--- src/rtl/regfile_write_arbiter.sv ---
// Register-file write-port arbiter: pipeline writeback vs. a 2-entry FIFO of long-latency results.
// Optional starvation guard enabled by defining REGFILE_ARB_STARVE_GUARD_EN.
module regfile_write_arbiter #(
    parameter int STARVE_LIMIT = 4
) (
    input  logic        clk,
    input  logic        reset,
    input  logic        pipeWriteEnable,
    input  logic [4:0]  pipeWriteIndex,
    input  logic [31:0] pipeWriteData,
    input  logic        longIssueValid,
    input  logic [4:0]  longIssueIndex,
    input  logic        longResultValid,
    input  logic [4:0]  longResultIndex,
    input  logic [31:0] longResultData,
    output logic        longResultReady,
    output logic        rfShouldWrite,
    output logic [4:0]  rfWriteIndex,
    output logic [31:0] rfWriteData,
    output logic [31:0] busyMask,
    output logic        pipeStall,
    output logic [1:0]  bufferCount
);

    // Handshake: a long result transfers on a rising edge where longResultValid
    // and longResultReady are both high; ready depends on FIFO occupancy only.

    logic [4:0]  fifo_idx  [2];
    logic [31:0] fifo_data [2];
    logic        rd_ptr;
    logic        wr_ptr;
    logic [1:0]  count;
    logic [4:0]  head_idx;
    logic [31:0] head_data;
    logic        fifo_valid;
    logic        pipe_present;
    logic        pipe_win;
    logic        force_head;
    logic        drain;
    logic        accept;
    logic [31:0] busy_next;

    assign head_idx        = fifo_idx[rd_ptr];
    assign head_data       = fifo_data[rd_ptr];
    assign fifo_valid      = (count != 2'd0);
    assign longResultReady = (count != 2'd2);
    assign bufferCount     = count;
    assign accept          = longResultValid && longResultReady;
    assign pipe_present    = pipeWriteEnable && (pipeWriteIndex != 5'd0);

`ifdef REGFILE_ARB_STARVE_GUARD_EN
    localparam int CW = $clog2(STARVE_LIMIT + 1);
    logic [CW-1:0] starve_cnt;

    assign force_head = fifo_valid && (starve_cnt == CW'(STARVE_LIMIT));

    always_ff @(posedge clk) begin
        if (reset) begin
            starve_cnt <= '0;
        end else if (drain || !fifo_valid) begin
            starve_cnt <= '0;
        end else if (starve_cnt != CW'(STARVE_LIMIT)) begin
            starve_cnt <= starve_cnt + 1'b1;
        end
    end
`else
    logic unused_starve_limit;
    assign unused_starve_limit = (STARVE_LIMIT > 0);
    assign force_head = 1'b0;
`endif

    // An index-0 pipe write is treated as absent, so the head may drain under it.
    assign pipe_win  = pipe_present && !force_head;
    assign pipeStall = pipe_present && force_head;
    assign drain     = fifo_valid && (!pipe_present || force_head);

    always_comb begin
        rfShouldWrite = 1'b0;
        rfWriteIndex  = 5'd0;
        rfWriteData   = 32'd0;
        if (pipe_win) begin
            rfShouldWrite = 1'b1;
            rfWriteIndex  = pipeWriteIndex;
            rfWriteData   = pipeWriteData;
        end else if (drain && (head_idx != 5'd0)) begin
            rfShouldWrite = 1'b1;
            rfWriteIndex  = head_idx;
            rfWriteData   = head_data;
        end
    end

    // Clear first, then set, so a same-cycle issue to the draining index wins.
    always_comb begin
        busy_next = busyMask;
        if (drain) begin
            busy_next[head_idx] = 1'b0;
        end
        if (longIssueValid && (longIssueIndex != 5'd0)) begin
            busy_next[longIssueIndex] = 1'b1;
        end
    end

    always_ff @(posedge clk) begin
        if (accept && !reset) begin
            fifo_idx[wr_ptr]  <= longResultIndex;
            fifo_data[wr_ptr] <= longResultData;
        end
    end

    always_ff @(posedge clk) begin
        if (reset) begin
            rd_ptr   <= 1'b0;
            wr_ptr   <= 1'b0;
            count    <= 2'd0;
            busyMask <= 32'd0;
        end else begin
            if (accept) begin
                wr_ptr <= ~wr_ptr;
            end
            if (drain) begin
                rd_ptr <= ~rd_ptr;
            end
            count    <= count + {1'b0, accept} - {1'b0, drain};
            busyMask <= busy_next;
        end
    end

endmodule

--- config.mk ---
export PLATFORM = sky130hd
export DESIGN_NAME = regfile_write_arbiter
export DESIGN_NICKNAME = d
export VERILOG_FILES = /design/src/rtl/regfile_write_arbiter.sv
export SDC_FILE = /design/constraint.sdc
export NUM_CORES = 1
export LEC_CHECK = 0
export ABC_AREA = 1
export BUFFER_PORTS_ARGS = -buffer_cell sky130_fd_sc_hd__buf_2
export CORE_MARGIN = 5
export CORE_UTILIZATION = 46
export CTS_CLUSTER_SIZE = 16
export DETAILED_ROUTE_END_ITERATION = 6
export PLACE_DENSITY = 0.86
export SYNTH_ARGS = -nofsm -noshare
export SYNTH_HDL_FRONTEND = slang
export SYNTH_SLANG_ARGS = --single-unit
--- constraint.sdc ---
create_clock -name clk -period 3.7 [get_ports clk]
set_input_delay 0.185 -clock clk [delete_from_list [all_inputs] [get_ports clk]]
set_output_delay 0.185 -clock clk [all_outputs]
set_load 0.02 [all_outputs]
; ---- Word-level counts from Yosys, hierarchy flattened
; Memory sizes are Yosys's and may differ from the RTL's. A register that Yosys moved wholly into a read port is not among the register bits.
; Cells that the tools add are included.
[totals]
inputBits = 84
ram_bits = 74
wordCells = 50
register_bits = 36
memories = 2
[op_classes]
reduce_logical = 14
bitwise = 5
n_mux = 18
n_lt_le_gt_ge = 4
addsub = 2
n_eq_ne = 1
[mem_list]
columns = memory, depth, width, rd, rd_ports_with_merged_regs, wr, line
row1 = fifo_data, 2, 32, 1, 1, 1, 29  ; logic [31:0] fifo_data [2];
row2 = fifo_idx, 2, 5, 1, 1, 1, 28  ; logic [4:0] fifo_idx [2];
[op_table]
columns = cell, n
row1 = two-way mux 32 bit, 4
row2 = AND 32 bit, 1
row3 = NOT 32 bit, 1
row4 = bitwise OR 32 bit, 1
row5 = nonzero test 5 bit, 3
row6 = less-than comparator 5 x 6 -> 1 bit (second input constant), 2
row7 = demux 1 bit (select 5 bit), 2
row8 = >= comparator 5 x 1 -> 1 bit (second input constant), 2
row9 = two-way mux 1 bit, 10
row10 = two-way mux 5 bit, 2
row11 = logical AND 1 bit, 8
row12 = adder 2 x 1 -> 2 bit, 1
row13 = zero test 1 bit, 2
row14 = != test 2 bit (second input constant), 1
row15 = NOT 1 bit, 2
row16 = nonzero test 2 bit, 1
row17 = subtractor 2 x 1 -> 2 bit, 1

; ---- Depth between registers and ports, before layout
[depth]
depth_word = 9
mapped_depth = 11
ltp_nobuf = 10

; ---- Least setup slack after synthesis
; Ideal clock, no wire load.
[synth_path]
kind = register to register
startpoint = register count[0], in the netlist bufferCount[0]
endpoint = memory fifo_data[1][0], enable pin
path_slack_ns = -0.186
setup_ns = 0.477
stages_incl_launch_ff = 5
path_buffers = 0
arrival_ns = 3.409
cell_sequence = dfxtp_1 > inv_1 > nand2_1 > nand2_1 > nor3_1
[synth_between]
elab_chain_cells = 5
[synth_rtl]
columns = item, line
row1 = start: declaration, 32  ; logic [1:0] count;
row2 = start signal: assignment, 123  ; count <= count + {1'b0, accept} - {1'b0, drain};
row3 = != test 2 bit, 46  ; assign longResultReady = (count != 2'd2);
row4 = net longResultReady, 16  ; output logic longResultReady,
row5 = logical AND 1 bit, 48  ; assign accept = longResultValid && longResultReady;
row6 = logical AND 1 bit, 104  ; if (accept && !reset) begin
row7 = two-way mux 1 bit, 104
row8 = two-way mux 1 bit (implied by the code), 106  ; fifo_data[wr_ptr] <= longResultData;
row9 = end: declaration, 29
; The timed path passes the listed nets, and every way through them passes these cells.

==> impl_metrics.py <==
metrics = {
    "drt": {
        "drt_iter0_drc": 372,
        "route.detailed.drc": 2,
        "drt_wl_total_mm": 13.4,
        "detail_route.vias_per_cell": 5.00,
        "wl_per_cell_um": 14.4,
        "firstDrtPassIters": 7,
        "drtAntennaViolNets": 0,
        "detailroute.via_count": 4632,
    },
    "global_routing": {
        "grt_first_pass_wirelength_mm": 20.9,
        "overall_overflow_remaining_after_global_route": 0,
        "grt_start_max_net_pins": 40,
        "antenna_found_initial": 0,
        "grt_pass1_vias": 4344,
        "global_route.usage.total_pct": 19.7,
    },
    "synthesis": {
        "synth-compound-area-share_pct": 4.54,
        "ys.warnings.count": 0,
        "syn_avg_cell_area_sq_um": 8.47,
        "post_synth_and_or_nand_nor_area_fraction_pct": 32.3,
        "mappedNetlistNets": 691,
        "synth.yosys.seq_area_share_pct": 57.8,
        "post_synth_instance_area_sq_um": 5120,
        "post_synth_num_cell_types": 29,
        "synth-seq-cells": 111,
        "post_synth_xor_area_fraction_pct": 0.171,
        "post_synth_inst_count": 605,
        "combinational_family_with_the_most_area_after_synthesis": "simple AND/OR/NAND/NOR gates",
        "synth_adder_area_share_pct": 0.488,
        "post_synth_mux_area_share_pct": 0,
    },
    "clock_network": {
        "cts_tree": "built",
        "clock_latency_ps": 360,
        "numClockSinks": 111,
        "cts-buffers-inserted": 9,
        "cts_resized": 0,
        "path_clk_slew_ps": 110,
        "max-clock-path-buffers": 2,
        "h-tree-depth": 3,
        "cts-root-buf": "sky130_fd_sc_hd__clkbuf_8",
    },
    "sta": {
        "timing.final.crit_share_pct": 78.8,
        "setup-tns-final_ps": 0,
        "fin_worst_hold_slack_ps": 15.3,
        "finalHoldViolCount": 0,
        "worst_slew_pin_slew_ps": 1100,
        "fin_crit_period_ps": 2920,
        "final_critical_path_setup_slack_ps": 784,
        "report.final.setup_viol": 0,
        "max_freq_ghz": 0.343,
        "rsz0062_at_grt": "false",
        "timing.final.max_slew_violations": 0,
        "slew_hr_pct": 26.4,
        "fin_skew_ps": 13.9,
    },
    "die": {
        "die-width_um": 116,
        "initial_standard_cell_utilization_of_the_core_pct": 47.1,
        "fp.coreArea_sq_um": 10900,
        "floorplan.io_pins": 158,
        "floorplan.die_area_sq_um": 13400,
        "cell_row_count": 38,
        "die_h_um": 116,
    },
    "placed_design": {
        "dpl_cell_area_sq_um": 6000,
        "dp.final_hpwl_mm": 9.23,
        "number_of_port_buffers": 156,
        "placed_cells": 880,
        "pre_cts_slack_ps": 1210,
        "gp_routability_congestion": 0.916,
    },
    "worst_setup_path": {
        "critical_path.startpoint_type": "flop",
        "timing.critical_path.arrival_ps": 2730,
        "worstPathMaxFanout": 32,
        "crit_type": "reg2out",
        "critical_path_required_ps": 3510,
        "worst_setup_path_end_kind": "primary output",
    },
    "layout": {
        "non_filler_cells_in_the_finished_layout": 927,
        "fillerInstances": 929,
        "post-route-util_pct": 59.8,
        "synthToLayoutAreaGrowth_pct": 27.0,
        "drive_above_1_share_pct": 27.8,
        "mostFrequentLayoutCell": "sky130_fd_sc_hd__nand2_1",
        "design_area_sq_um": 6510,
        "layout_common_cells": "sky130_fd_sc_hd__nand2_1 (261), sky130_fd_sc_hd__buf_2 (156), sky130_fd_sc_hd__edfxtp_1 (74)",
        "antennaDiodeCount": 0,
        "nets": 869,
    },
    "status": {
        "violations": "design-rule violations",
        "status": "finished with violations",
    },
    "job": {
        "drv.max_cap_violation_count": 0,
    },
    "hold_path": {
        "holdCritPathClass": "in2reg",
    },
    "power_and_ir_drop": {
        "ir_worst_vdd_v": 0.000292,
        "totalPowerFinal_mw": 3.28,
        "power-per-cell-area_nw_per_um2": 503,
        "power_leakage_nw": 2.93,
    },
}
==> what timing repair did <==
action                                 4_1_cts  5_1_grt
buffers inserted                             0        0
endpoints found under the hold margin       49       12
hold buffers                                26        6
==> synth_stat cells, drive strengths merged <==
master	count	share of area (%)
nor4	1	0.12
o21ai	10	0.98
inv	25	1.9
nand3	44	4.4
nor2	45	3.3
edfxtp	74	43
conb	1	0.073
nand2	295	23
xor2	1	0.17
buf	12	1.6
nor3b	3	0.44
o22ai	1	0.12
nand4	2	0.24
ha	2	0.49
a21oi	33	3.4
clkbuf	15	1.1
dfxtp	37	14
nor3	4	0.39
==> metal layers <==
metal	part of all wire (%)	global-route usage (%)	wire, um	vias up
met5	0	0	0	-
met4	1.7	5.48	223	0
met3	7.5	3.29	1010	18
met2	51	34.5	6810	192
met1	40	25.4	5350	2111
li1	-	-	-	2311
==> registers in the layout, summed over array words and instances (netlist names), named ones only <==
| register | flops |
|---|---|
| bufferCount | 2 |
| fifo_idx | 10 |
| busyMask | 32 |
| wr_ptr | 1 |
| rd_ptr | 1 |
| fifo_data | 64 |
==> layout make-up <==
| type | instances | area, sq um | share of cell area (%) |
|---|---|---|---|
| clock buffers | 9 | 124 | 1.90 |
| clock inverters | 6 | 60.1 | 0.923 |
| inverters | 25 | 96.3 | 1.48 |
| multi-input cells | 442 | 1940 | 29.9 |
| flip-flops and latches | 111 | 2960 | 45.5 |
| well taps | 140 | 175 | 2.69 |
| repair buffers | 194 | 1150 | 17.6 |
==> path summary, 6_finish.rpt <==
kind                                         from               to  slack [ps]  depth (start not counted)
worst max-delay path                         flop   rfWriteData[2]         780                         12
worst min-delay path            longResultData[7]  fifo_data[0][7]          20                          1
worst max register to register               flop     busyMask[27]        1190                          9
worst min register to register       busyMask[24]     busyMask[24]         460                          2
==> kinds of logic (layout without fill, tap and decap cells) <==
logic type      after synthesis  after routing
simple gates                394            394
flops                       111            111
buf+inv                      52            234
compound gates               44             44
fa+ha+maj                     2              2
other cells                   1              1
xor+xnor                      1              1
==> critical path, cell delays in order (launching register included) <==
cell	delay (ps)
sky130_fd_sc_hd__dfxtp_1	680
sky130_fd_sc_hd__buf_4	300
sky130_fd_sc_hd__inv_2	130
sky130_fd_sc_hd__nand2_1	80
sky130_fd_sc_hd__nand2_1	120
sky130_fd_sc_hd__nand3_2	150
sky130_fd_sc_hd__nor2_2	50
sky130_fd_sc_hd__inv_2	80
sky130_fd_sc_hd__nand2_4	60
sky130_fd_sc_hd__inv_4	360
sky130_fd_sc_hd__nand2_2	100
sky130_fd_sc_hd__nand2_1	80
sky130_fd_sc_hd__buf_2	170
==> power breakdown <==
part | internal (mW) | switching, mW | total, mW
clock | 0.259 | 0.430 | 0.689
sequential | 1.42 | 0.0544 | 1.48
combinational | 0.325 | 0.785 | 1.11
total | 2.01 | 1.27 | 3.28
(Power assumes the default switching activity.)
